===== src/rtl/control_pkg.sv =====
// control_pkg: shared constants for the registered ID-stage control unit.
// Opcode/funct encodings, ALU op codes, control-word bit positions and the
// FSM state encoding. ST_TRAP exists only when PIPELINED_CONTROL_ILLEGAL_TRAP_EN
// is defined.
package control_pkg;

  // Width of the decoded control word produced by control_decode.
  localparam int DEC_W = 16;

  // Width of the MUL occupancy counter (holds up to MUL_LATENCY-1 = 15).
  localparam int CNT_W = 4;

  localparam logic [5:0] OP_NOP   = 6'b000000;
  localparam logic [5:0] OP_RTYPE = 6'b000001;
  localparam logic [5:0] OP_LW    = 6'b000010;
  localparam logic [5:0] OP_SW    = 6'b000011;
  localparam logic [5:0] OP_ADDI  = 6'b000100;
  localparam logic [5:0] OP_BEQ   = 6'b000101;
  localparam logic [5:0] OP_J     = 6'b000110;

  localparam logic [5:0] FN_ADD = 6'b100000;
  localparam logic [5:0] FN_SUB = 6'b100010;
  localparam logic [5:0] FN_AND = 6'b100100;
  localparam logic [5:0] FN_OR  = 6'b100101;
  localparam logic [5:0] FN_SLT = 6'b101010;
  localparam logic [5:0] FN_MUL = 6'b110010;

  typedef enum logic [3:0] {
    ALU_ADD = 4'd0,
    ALU_SUB = 4'd1,
    ALU_AND = 4'd2,
    ALU_OR  = 4'd3,
    ALU_SLT = 4'd4,
    ALU_MUL = 4'd5
  } alu_op_e;

  // Control-word bit positions.
  localparam int CB_REG_WRITE  = 0;
  localparam int CB_MEM_READ   = 1;
  localparam int CB_MEM_WRITE  = 2;
  localparam int CB_MEM_TO_REG = 3;
  localparam int CB_ALU_SRC    = 4;
  localparam int CB_REG_DST    = 5;
  localparam int CB_BRANCH     = 6;
  localparam int CB_JUMP       = 7;
  localparam int CB_ALU_LO     = 8;
  localparam int CB_ALU_HI     = 11;
  localparam int CB_MUL_START  = 12;
  localparam int CB_ILLEGAL    = 13;

  typedef enum logic [1:0] {
    ST_RUN      = 2'd0,
    ST_MUL_WAIT = 2'd1
`ifdef PIPELINED_CONTROL_ILLEGAL_TRAP_EN
    ,
    ST_TRAP     = 2'd2
`endif
  } state_e;

endpackage


===== src/rtl/pipelined_control_if.sv =====
// pipelined_control_if: fetch-side handshake plus the registered decode
// outputs handed to the ID/EX register. The control unit is the slave.
interface pipelined_control_if #(
  parameter int CTRL_W = 16
) ();

  logic              instr_valid;
  logic [31:0]       instr;
  logic              instr_ready;
  logic              stall;
  logic              ctrl_valid;
  logic [CTRL_W-1:0] ctrl;
  logic [4:0]        rs;
  logic [4:0]        rt;
  logic [4:0]        rd;
  logic [15:0]       imm;

  modport master (
    output instr_valid, instr,
    input  instr_ready, stall, ctrl_valid, ctrl, rs, rt, rd, imm
  );

  modport slave (
    input  instr_valid, instr,
    output instr_ready, stall, ctrl_valid, ctrl, rs, rt, rd, imm
  );

endinterface


===== src/rtl/control_decode.sv =====
// control_decode: purely combinational opcode/funct to 16-bit control word,
// plus flags telling the hazard logic which source fields are really read.
module control_decode
  import control_pkg::*;
(
  input  logic [5:0]       opcode,
  input  logic [5:0]       funct,
  output logic [DEC_W-1:0] ctrl,
  output logic             uses_rs,
  output logic             uses_rt
);

  // Translate the instruction class into control bits and source-use flags.
  always_comb begin
    // NOTE: every output gets a default first so no path can infer a latch.
    ctrl    = '0;
    uses_rs = 1'b0;
    uses_rt = 1'b0;
    case (opcode)
      OP_RTYPE: begin
        uses_rs            = 1'b1;
        uses_rt            = 1'b1;
        ctrl[CB_REG_WRITE] = 1'b1;
        ctrl[CB_REG_DST]   = 1'b1;
        case (funct)
          FN_ADD: ctrl[CB_ALU_HI:CB_ALU_LO] = ALU_ADD;
          FN_SUB: ctrl[CB_ALU_HI:CB_ALU_LO] = ALU_SUB;
          FN_AND: ctrl[CB_ALU_HI:CB_ALU_LO] = ALU_AND;
          FN_OR:  ctrl[CB_ALU_HI:CB_ALU_LO] = ALU_OR;
          FN_SLT: ctrl[CB_ALU_HI:CB_ALU_LO] = ALU_SLT;
          FN_MUL: begin
            ctrl[CB_ALU_HI:CB_ALU_LO] = ALU_MUL;
            ctrl[CB_MUL_START]        = 1'b1;
          end
          default: begin
            // Unknown funct: only the illegal flag, no register reads.
            ctrl             = '0;
            ctrl[CB_ILLEGAL] = 1'b1;
            uses_rs          = 1'b0;
            uses_rt          = 1'b0;
          end
        endcase
      end
      OP_LW: begin
        uses_rs             = 1'b1;
        ctrl[CB_REG_WRITE]  = 1'b1;
        ctrl[CB_MEM_READ]   = 1'b1;
        ctrl[CB_MEM_TO_REG] = 1'b1;
        ctrl[CB_ALU_SRC]    = 1'b1;
      end
      OP_SW: begin
        uses_rs            = 1'b1;
        uses_rt            = 1'b1;
        ctrl[CB_MEM_WRITE] = 1'b1;
        ctrl[CB_ALU_SRC]   = 1'b1;
      end
      OP_ADDI: begin
        uses_rs            = 1'b1;
        ctrl[CB_REG_WRITE] = 1'b1;
        ctrl[CB_ALU_SRC]   = 1'b1;
      end
      OP_BEQ: begin
        uses_rs                   = 1'b1;
        uses_rt                   = 1'b1;
        ctrl[CB_BRANCH]           = 1'b1;
        ctrl[CB_ALU_HI:CB_ALU_LO] = ALU_SUB;
      end
      OP_J:    ctrl[CB_JUMP] = 1'b1;
      OP_NOP:  ;
      default: ctrl[CB_ILLEGAL] = 1'b1;
    endcase
  end

endmodule


===== src/rtl/pipelined_control.sv =====
// pipelined_control: registered ID-stage control unit. Decodes one accepted
// instruction per cycle with one cycle of latency, stalls on load-use
// hazards, blocks issue while a multi-cycle MUL occupies the multiplier and
// honours a synchronous flush. Defining PIPELINED_CONTROL_ILLEGAL_TRAP_EN adds
// a TRAP state entered after an illegal instruction issues.
module pipelined_control
  import control_pkg::*;
#(
  parameter int MUL_LATENCY = 4,
  parameter int CTRL_W      = 16
) (
  input  logic               clk,
  input  logic               rst_n,
  input  logic               flush,
  input  logic               ex_mem_read,
  input  logic [4:0]         ex_rd,
  pipelined_control_if.slave bus
);

  logic [DEC_W-1:0] dec_ctrl;
  logic [DEC_W-1:0] issue_ctrl;
  logic             uses_rs;
  logic             uses_rt;
  logic [4:0]       f_rs;
  logic [4:0]       f_rt;
  logic [4:0]       f_rd;
  logic             hazard;
  logic             ready;
  logic             accept;
  logic             is_mul;
  logic             is_illegal;

  state_e           state_q, state_d;
  logic [CNT_W-1:0] cnt_q, cnt_d;
  logic             ctrl_valid_q, ctrl_valid_d;
  logic [DEC_W-1:0] ctrl_q, ctrl_d;
  logic [4:0]       rs_q, rs_d;
  logic [4:0]       rt_q, rt_d;
  logic [4:0]       rd_q, rd_d;
  logic [15:0]      imm_q, imm_d;

  control_decode u_decode (
    .opcode  (bus.instr[31:26]),
    .funct   (bus.instr[5:0]),
    .ctrl    (dec_ctrl),
    .uses_rs (uses_rs),
    .uses_rt (uses_rt)
  );

  assign f_rs       = bus.instr[25:21];
  assign f_rt       = bus.instr[20:16];
  // I-type writers (LW, ADDI) target rt; everything else carries instr[15:11].
  assign f_rd       = (dec_ctrl[CB_REG_WRITE] && !dec_ctrl[CB_REG_DST]) ? f_rt : bus.instr[15:11];
  assign is_mul     = dec_ctrl[CB_MUL_START];
  assign is_illegal = dec_ctrl[CB_ILLEGAL];

`ifdef PIPELINED_CONTROL_ILLEGAL_TRAP_EN
  assign issue_ctrl = dec_ctrl;
`else
  // Without the trap an illegal word issues as a plain NOP.
  assign issue_ctrl = is_illegal ? '0 : dec_ctrl;
`endif

  // Load-use: the load in EX writes a register this instruction reads.
  assign hazard = ex_mem_read && (ex_rd != 5'd0) &&
                  ((uses_rs && (ex_rd == f_rs)) || (uses_rt && (ex_rd == f_rt)));

  assign ready  = (state_q == ST_RUN) && !hazard && !flush;
  assign accept = bus.instr_valid && ready;

  // Next-state logic: flush wins, then MUL occupancy and optional trap entry.
  always_comb begin
    state_d = state_q;
    cnt_d   = cnt_q;
    if (flush) begin
      state_d = ST_RUN;
      cnt_d   = '0;
    end else begin
      case (state_q)
        ST_RUN: begin
          if (accept) begin
            if (is_mul && (MUL_LATENCY > 1)) begin
              state_d = ST_MUL_WAIT;
              cnt_d   = CNT_W'(MUL_LATENCY - 1);
            end
`ifdef PIPELINED_CONTROL_ILLEGAL_TRAP_EN
            else if (is_illegal) begin
              state_d = ST_TRAP;
            end
`endif
          end
        end
        ST_MUL_WAIT: begin
          if (cnt_q <= CNT_W'(1)) begin
            state_d = ST_RUN;
            cnt_d   = '0;
          end else begin
            cnt_d = cnt_q - 1'b1;
          end
        end
        default: ;
      endcase
    end
  end

  // Output register inputs: load on accept, otherwise issue a bubble.
  always_comb begin
    ctrl_valid_d = accept;
    ctrl_d       = accept ? issue_ctrl : ctrl_q;
    rs_d         = accept ? f_rs : rs_q;
    rt_d         = accept ? f_rt : rt_q;
    rd_d         = accept ? f_rd : rd_q;
    imm_d        = accept ? bus.instr[15:0] : imm_q;
  end

  // State, counter and output registers.
  always_ff @(posedge clk or negedge rst_n) begin
    if (!rst_n) begin
      // NOTE: every output register is reset so downstream never sees X fields.
      state_q      <= ST_RUN;
      cnt_q        <= '0;
      ctrl_valid_q <= 1'b0;
      ctrl_q       <= '0;
      rs_q         <= '0;
      rt_q         <= '0;
      rd_q         <= '0;
      imm_q        <= '0;
    end else begin
      // NOTE: non-blocking so every flop samples pre-edge values.
      state_q      <= state_d;
      cnt_q        <= cnt_d;
      ctrl_valid_q <= ctrl_valid_d;
      ctrl_q       <= ctrl_d;
      rs_q         <= rs_d;
      rt_q         <= rt_d;
      rd_q         <= rd_d;
      imm_q        <= imm_d;
    end
  end

  assign bus.instr_ready = ready;
  assign bus.stall       = bus.instr_valid && !ready;
  assign bus.ctrl_valid  = ctrl_valid_q;
  assign bus.ctrl        = CTRL_W'(ctrl_q);
  assign bus.rs          = rs_q;
  assign bus.rt          = rt_q;
  assign bus.rd          = rd_q;
  assign bus.imm         = imm_q;

endmodule


===== src/flat_wrapper.sv =====
// flat-port wrapper written by rule: the top's interface ports become plain ports
module pipelined_control_flat import control_pkg::*;
#(
  parameter int MUL_LATENCY = 4,
  parameter int CTRL_W      = 16
)
  (clk, rst_n, flush, ex_mem_read, ex_rd, bus_instr_valid, bus_instr, bus_instr_ready, bus_stall, bus_ctrl_valid, bus_ctrl, bus_rs, bus_rt, bus_rd, bus_imm);
  pipelined_control_if #(.CTRL_W(CTRL_W)) bus_i ();
  input  logic clk;
  input  logic rst_n;
  input  logic flush;
  input  logic ex_mem_read;
  input  logic [4:0] ex_rd;
  input wire logic [$bits(bus_i.instr_valid)-1:0] bus_instr_valid;
  input wire logic [$bits(bus_i.instr)-1:0] bus_instr;
  output wire logic [$bits(bus_i.instr_ready)-1:0] bus_instr_ready;
  output wire logic [$bits(bus_i.stall)-1:0] bus_stall;
  output wire logic [$bits(bus_i.ctrl_valid)-1:0] bus_ctrl_valid;
  output wire logic [$bits(bus_i.ctrl)-1:0] bus_ctrl;
  output wire logic [$bits(bus_i.rs)-1:0] bus_rs;
  output wire logic [$bits(bus_i.rt)-1:0] bus_rt;
  output wire logic [$bits(bus_i.rd)-1:0] bus_rd;
  output wire logic [$bits(bus_i.imm)-1:0] bus_imm;
  assign bus_i.instr_valid = bus_instr_valid;
  assign bus_i.instr = bus_instr;
  assign bus_instr_ready = bus_i.instr_ready;
  assign bus_stall = bus_i.stall;
  assign bus_ctrl_valid = bus_i.ctrl_valid;
  assign bus_ctrl = bus_i.ctrl;
  assign bus_rs = bus_i.rs;
  assign bus_rt = bus_i.rt;
  assign bus_rd = bus_i.rd;
  assign bus_imm = bus_i.imm;
  pipelined_control #(.MUL_LATENCY(MUL_LATENCY), .CTRL_W(CTRL_W)) u_core (.clk(clk), .rst_n(rst_n), .flush(flush), .ex_mem_read(ex_mem_read), .ex_rd(ex_rd), .bus(bus_i));
endmodule

===== config.mk =====
export PLATFORM = sky130hd
export DESIGN_NAME = pipelined_control_flat
export DESIGN_NICKNAME = d
export VERILOG_FILES = /design/src/rtl/control_pkg.sv /design/src/rtl/pipelined_control_if.sv /design/src/rtl/control_decode.sv /design/src/rtl/pipelined_control.sv /design/src/flat_wrapper.sv
export SDC_FILE = /design/constraint.sdc
export NUM_CORES = 1
export LEC_CHECK = 0
export CAP_MARGIN = 20
export CORE_ASPECT_RATIO = 1.5
export CORE_MARGIN = 3
export CORE_UTILIZATION = 44
export CTS_CLUSTER_DIAMETER = 60
export DETAILED_ROUTE_END_ITERATION = 16
export PLACE_DENSITY = 0.86
export SYNTH_ARGS = -nofsm -noshare
export SYNTH_HDL_FRONTEND = slang
export SYNTH_SLANG_ARGS = --single-unit

===== constraint.sdc =====
create_clock -name clk -period 2.9 [get_ports clk]
set_input_delay 0.58 -clock clk [delete_from_list [all_inputs] [get_ports clk]]
set_output_delay 0.58 -clock clk [all_outputs]
set_load 0.02 [all_outputs]

==> results.sh, run 1 <==
export IMPL_cts_htree_levels=2
export IMPL_use_met2_pct=38.2
export IMPL_synthCells=194
export IMPL_dp_slack_ns=-0.806
export IMPL_worstPathMaxFanout=3
export IMPL_route_detailed_drc=0
export IMPL_post_dp_hpwl_microns=4790
export IMPL_fin_ws_ns=0.0403
export IMPL_dr_pass1_iters=4
export IMPL_synth_seq_cells=48
export IMPL_wl_microns=6040
export IMPL_start_util_pct=46.0
export IMPL_synth_seq_area_share_pct=50.6
export IMPL_post_dp_cell_area_sq_um=3500
export IMPL_p_leak_nw=1.67
export IMPL_cts_root_buffer="clkbuf_8"
export IMPL_worst_pin_slew_ns=0.817
export IMPL_grt_use_total_pct=19.9
export IMPL_worstSetupEndpointType="output pin"
export IMPL_finalClockSkew_ns=0.00978
export IMPL_place_gp_congestion=0.814
export IMPL_cts_tree="built"
export IMPL_maxSlewHeadroom_pct=44.8
export IMPL_cts_path_max_buffers=2
export IMPL_fin_tns_setup_ns=0
export IMPL_busiest_layer="met2"
export IMPL_crit_start="bus_instr[30]"
export IMPL_synth_cell_types=42
export IMPL_worstPathArrival_ns=2.28
export IMPL_grt_pass1_wl_microns=9540
export IMPL_cellPowerDensity_nw_per_um2=459
export IMPL_worstSetupPathType="primary input to output pin"
export IMPL_cp_data_required_time_ns=2.32
export IMPL_maxSlewViolCount=0
export IMPL_rr_startpoint="u_core.cnt_q[0]"
export IMPL_grt_pass1_vias=2044
export IMPL_report_power_total_mw=1.69
export IMPL_die_width_microns=66
export IMPL_synth_top_family_by_area="multiplexers"
export IMPL_fin_crit_ns=2.86
export IMPL_finalSetupViolCount=0
export IMPL_rsz0062_at_grt="yes"
export IMPL_synth_xor_area_share_pct=4.05
export IMPL_synth_avg_cell_area_sq_um=12.2
export IMPL_clock_fmax_mhz=350
export IMPL_coreArea_sq_um=5160
export IMPL_cts_buffers=5
export IMPL_outcome="finished clean"
export IMPL_synthMuxAreaShare_pct=22.6
export IMPL_diodes=0
export IMPL_peakVddDrop_mv=0.428
export IMPL_overflow=0
export IMPL_synthSimpleGateAreaFrac_pct=10.4
export IMPL_final_antenna_net_count=0
export IMPL_avgViaCountPerCell=5.10
export IMPL_nFillCells=376
export IMPL_netlist_area_sq_um=2380
export IMPL_cp_start_kind="primary input"
export IMPL_ios=92
export IMPL_cts_sinks=48
export IMPL_wl_per_cell_microns=15.8
export IMPL_whs_ns=0.255
export IMPL_insertion_delay_ns=0.30
export IMPL_met1_usage_pct=21.2
export IMPL_first_iter_violations=43
export IMPL_stdcell_area_sq_um=3670
export IMPL_synth_compound_area_share_pct=6.85
export IMPL_portBuffers=87
export IMPL_async_reset_ff_share_pct=100
export IMPL_hold_viol_final=0
export IMPL_layout_common_cells="68 x clkdlybuf4s50_1, 48 x dfrtp_1, 31 x buf_4"
export IMPL_synth_edf_count=0
export IMPL_synthAdderAreaFrac_pct=1.05
export IMPL_grt_max_degree=26
export IMPL_yosysWarnings=0
export IMPL_stdcell_count=383
export IMPL_nets=358
export IMPL_grt_use_met3_pct=3.50
export IMPL_path_clk_slew_ns=0.09
export IMPL_final_common_cell="clkdlybuf4s50_1"
export IMPL_die_area_sq_um=6340
export IMPL_vias=1952
export IMPL_drive_above_1_share_pct=28.6
export IMPL_rows=32
export IMPL_antenna_found_initial=0
export IMPL_period_share_pct=98.6
export IMPL_dp_cells=372
export IMPL_post_route_util_pct=71.1
export IMPL_die_h_microns=96
export IMPL_synth_main_ff_cell="dfrtp_1"
export IMPL_cap_violations=0
export IMPL_syn_to_final_growth_pct=54.6
export IMPL_min_path_type="primary input to asynchronous set/reset pin"
[cell usage after synthesis, types with 3 or more instances]
library cell  count  share of area (%)
a21oi_1           4               0.84
dfrtp_1          48                 51
xor2_1            8                2.9
mux2_1           17                8.1
mux2_2           28                 13
nor3b_1           3               0.95
mux2i_1           3                1.3
buf_4             5                1.6
nor3_1            8                1.7
inv_1             8                1.3
nor2_1            6               0.95
xnor2_1           3                1.1
nand3_1           3               0.63
nand2_1           9                1.4
o21ai_0           3               0.63
[worst paths after layout]
| kind | end | cells after the start | slack, ns |
|---|---|---|---|
| max | bus_stall | 7 | 0.04 |
| min | u_core.bus.imm[8] | 1 | 0.25 |
| max reg2reg | u_core.cnt_q[3] | 6 | 0.97 |
| min reg2reg | u_core.bus.ctrl[12] | 1 | 0.49 |
| max in group asynchronous | u_core.bus.imm[4] | 2 | 1.93 |
| min in group clk | u_core.bus.ctrl[12] | 1 | 0.49 |
[registers in the layout, summed over array words and instances, names as in the netlist]
name / count
u_core.bus.imm: 16
u_core.bus.ctrl: 11
u_core.bus.rd: 5
u_core.bus.rs: 5
u_core.bus.rt: 5
u_core.cnt_q: 4
u_core.bus.ctrl_valid: 1
u_core.state_q: 1
[layout make-up]
| class | count | area, sq um | area share (%) |
|---|---|---|---|
| sequential | 48 | 1200 | 32.7 |
| multi-input combinational | 131 | 1140 | 31.2 |
| timing repair buffer | 119 | 1120 | 30.4 |
| tap | 68 | 85.1 | 2.32 |
| clock buffer | 5 | 68.8 | 1.87 |
| inverter | 9 | 33.8 | 0.920 |
| clock inverter | 3 | 22.5 | 0.613 |
[per-layer routing]
layer	vias to the layer above	share of wire, %
met5	-	0
met4	0	2.1
met3	11	3.1
met2	44	58
met1	967	36
li1	930	-
[logic make-up (layout without fill, tap and decap cells)]
kind of cell | count (synthesis) | in the layout
multiplexers | 48 | 48
adder cells (fa/ha/maj) | 2 | 2
flip-flops | 48 | 48
AND/OR/NAND/NOR | 45 | 45
other | 1 | 4
AO/OA/AOI/OAI | 21 | 21
XOR/XNOR | 11 | 11
buffers and inverters | 18 | 136
[worst max-delay path, stage by stage]
cell and delay, ns:
buf_6 0.09, or3_4 0.38, a211o_1 0.26, or4b_4 0.52
a21oi_4 0.16, o31a_1 0.16, buf_6 0.12
[power by group]
part | switching, mW | internal, mW | leakage, nW | total [mW]
registers | 0.0340 | 0.740 | 0.598 | 0.774
clock network | 0.228 | 0.173 | 0.0485 | 0.401
logic | 0.236 | 0.275 | 1.02 | 0.511
total | 0.498 | 1.19 | 1.67 | 1.69
[what timing repair did]
item	4_1_cts	5_1_grt
hold buffers	0	0
resized for setup	40	13
buffers inserted	1	2
endpoints found under the setup margin	44	2
pin swaps	8	9
No activity file was read; power rests on OpenSTA's default activity.
==> inputs of run 2 (changes only) <==
- SETUP_SLACK_MARGIN: not set -> 0.3
- clock period: 2.9 -> 3 ns (I/O delays scaled with it)
==> run 2 against run 1 <==
Against the previous run: the run now ends with setup timing left; worst hold slack worse by 0.13 ns; via count is 4.5% higher; clock-buffer cell count is 1 higher; global-route usage is 2.7 points higher; register-to-register slack better by 0.16 ns; power is 7.0% higher; die area stayed put; critical path depth stayed put; core utilization is 6.9 points higher; design area is 9.7% higher; largest cell class is now multi-input combinational cells.
==> results.sh, run 2 (same netlist as run 1, synthesis figures left out) <==
export IMPL_outcome="complete, but fails checks"
export IMPL_violations="setup timing"
export IMPL_syn_to_final_growth_pct=69.6
export IMPL_cts_htree_levels=2
export IMPL_multi_input_area_sq_um=1310
export IMPL_maxSlewHeadroom_pct=53.5
export IMPL_cts_path_max_buffers=2
export IMPL_cellPowerDensity_nw_per_um2=448
export IMPL_cts_sinks=48
export IMPL_ios=92
export IMPL_peakVddDrop_mv=0.280
export IMPL_die_h_microns=96
export IMPL_overflow=0
export IMPL_nets=368
export IMPL_diodes=0
export IMPL_route_detailed_drc=0
export IMPL_coreArea_sq_um=5160
export IMPL_maxSlewViolCount=0
export IMPL_insertion_delay_ns=0.30
export IMPL_die_area_sq_um=6340
export IMPL_wl_microns=7220
export IMPL_drive_above_1_share_pct=36.9
export IMPL_path_clk_slew_ns=0.09
export IMPL_grt_use_total_pct=22.6
export IMPL_worst_pin_slew_ns=0.688
export IMPL_portBuffers=87
export IMPL_stdcell_count=393
export IMPL_r2r_slack_ns=1.13
export IMPL_crit_path_cell_trace="buf_6, or3_4, a211o_4, or4b_4, a21oi_4, o31a_1, buf_6"
export IMPL_min_path_type="primary input to asynchronous set/reset pin"
export IMPL_cap_violations=0
export IMPL_period_share_pct=100
export IMPL_finalSetupViolCount=2
export IMPL_final_antenna_net_count=0
export IMPL_die_width_microns=66
export IMPL_largest_register_ffs=16
export IMPL_fin_crit_ns=3.01
export IMPL_cts_buffers=5
export IMPL_worstPathArrival_ns=2.41
export IMPL_stdcell_area_sq_um=4030
export IMPL_worstPathMaxFanout=2
export IMPL_worstSetupEndpointType="output pin"
export IMPL_final_common_cell="clkdlybuf4s50_1"
export IMPL_post_route_util_pct=78.0
export IMPL_vias=2039
export IMPL_cp_slowest_cell="or4b_4"
export IMPL_layout_common_cells="67 x clkdlybuf4s50_1, 48 x dfrtp_1, 36 x mux2_4"
export IMPL_hold_viol_final=0
export IMPL_clock_fmax_mhz=332
export IMPL_fin_ws_ns=-0.00876
export IMPL_cts_root_buffer="clkbuf_8"
export IMPL_nFillCells=297
export IMPL_rsz0062_at_grt="yes"
export IMPL_critPathMaxStageDelay_ns=0.52
export IMPL_avgViaCountPerCell=5.19
export IMPL_post_dp_cell_area_sq_um=3690
export IMPL_first_iter_violations=147
export IMPL_post_dp_hpwl_microns=4910
export IMPL_regArea_sq_um=1200
export IMPL_grt_max_degree=49
export IMPL_p_leak_nw=1.89
export IMPL_cpMostUsedCell="buf_6"
export IMPL_antenna_found_initial=0
export IMPL_worstSetupPathType="primary input to output pin"
export IMPL_cp_start_kind="primary input"
export IMPL_grt_pass1_vias=2147
export IMPL_rows=32
export IMPL_cp_data_required_time_ns=2.40
export IMPL_start_util_pct=46.0
export IMPL_wl_per_cell_microns=18.4
export IMPL_place_gp_congestion=0.777
export IMPL_cts_tree="built"
export IMPL_reg2reg_depth=7
export IMPL_grt_pass1_wl_microns=10800
export IMPL_report_power_total_mw=1.80
export IMPL_dr_pass1_iters=4
export IMPL_finalClockSkew_ns=0.00517
export IMPL_cts_hold_buf=0
export IMPL_dp_cells=376
==> run 2: cell types whose count changed in the layout (fill, tap and decap cells not counted), moves of 5 or more <==
cell / before / now
mux2_4: 0 / 36
buf_6: 3 / 8
mux2_1: 17 / 0
mux2_2: 28 / 9
==> run 2: critical path: cells and delay by family <==
kind,cells,cell delay [ns]
AND/OR/NAND/NOR,2,0.90
AO/OA/AOI/OAI,3,0.69
buffers and inverters,2,0.21
==> run 2: worst paths after layout <==
path                                     from            endpoint
setup reg to reg            u_core.state_q[0]   u_core.bus.imm[7]
setup / recovery                bus_instr[30]           bus_stall
hold reg to reg            u_core.bus.ctrl[8]  u_core.bus.ctrl[8]
hold / removal                          rst_n  u_core.bus.ctrl[3]
max in group asynchronous               rst_n  u_core.bus.ctrl[0]
min in group clk           u_core.bus.ctrl[8]  u_core.bus.ctrl[8]
==> run 2: timing repair <==
action                                  in CTS  in global routing
gates resized for setup                     48                 19
pin swaps                                    6                  8
buffers inserted                             3                  3
gates cloned                                 2                  0
endpoints found under the setup margin      45                 44
==> run 2: through the flow <==
stage | hold slack, ns | worst slack, ns | setup TNS, ns
after floorplan | 0.304 | 0.131 | 0
after global placement | 0.490 | -0.746 | -13.52
after detailed placement | 0.491 | -0.769 | -14.36
after CTS | 0.515 | 0.0215 | 0
after global routing | 0.115 | -0.0740 | -0.112
final | 0.124 | -0.00876 | -0.00991
==> run 2: final cells by class <==
class / instances / share of cell area (%)
Multi-Input combinational cell: 131 / 32.6
Timing Repair Buffer: 129 / 31.8
Sequential cell: 48 / 29.8
Tap cell: 68 / 2.11
Clock buffer: 6 / 1.80
Inverter: 9 / 1.02
Clock inverter: 2 / 0.869
==> run 2: routing by layer <==
layer / vias up / wire [microns] / global-route usage (%)
met3: 14 / 182 / 3.27
met4: 0 / 202 / 10.0
met5: - / 0 / 0
met2: 55 / 4090 / 39.7
li1: 952 / - / -
met1: 1018 / 2740 / 27.1
==> run 2: power by group <==
group          switching (mW)  total [mW]  internal, mW
Sequential             0.0409       0.757         0.716
Clock                   0.210       0.458         0.247
Combinational           0.254       0.589         0.335
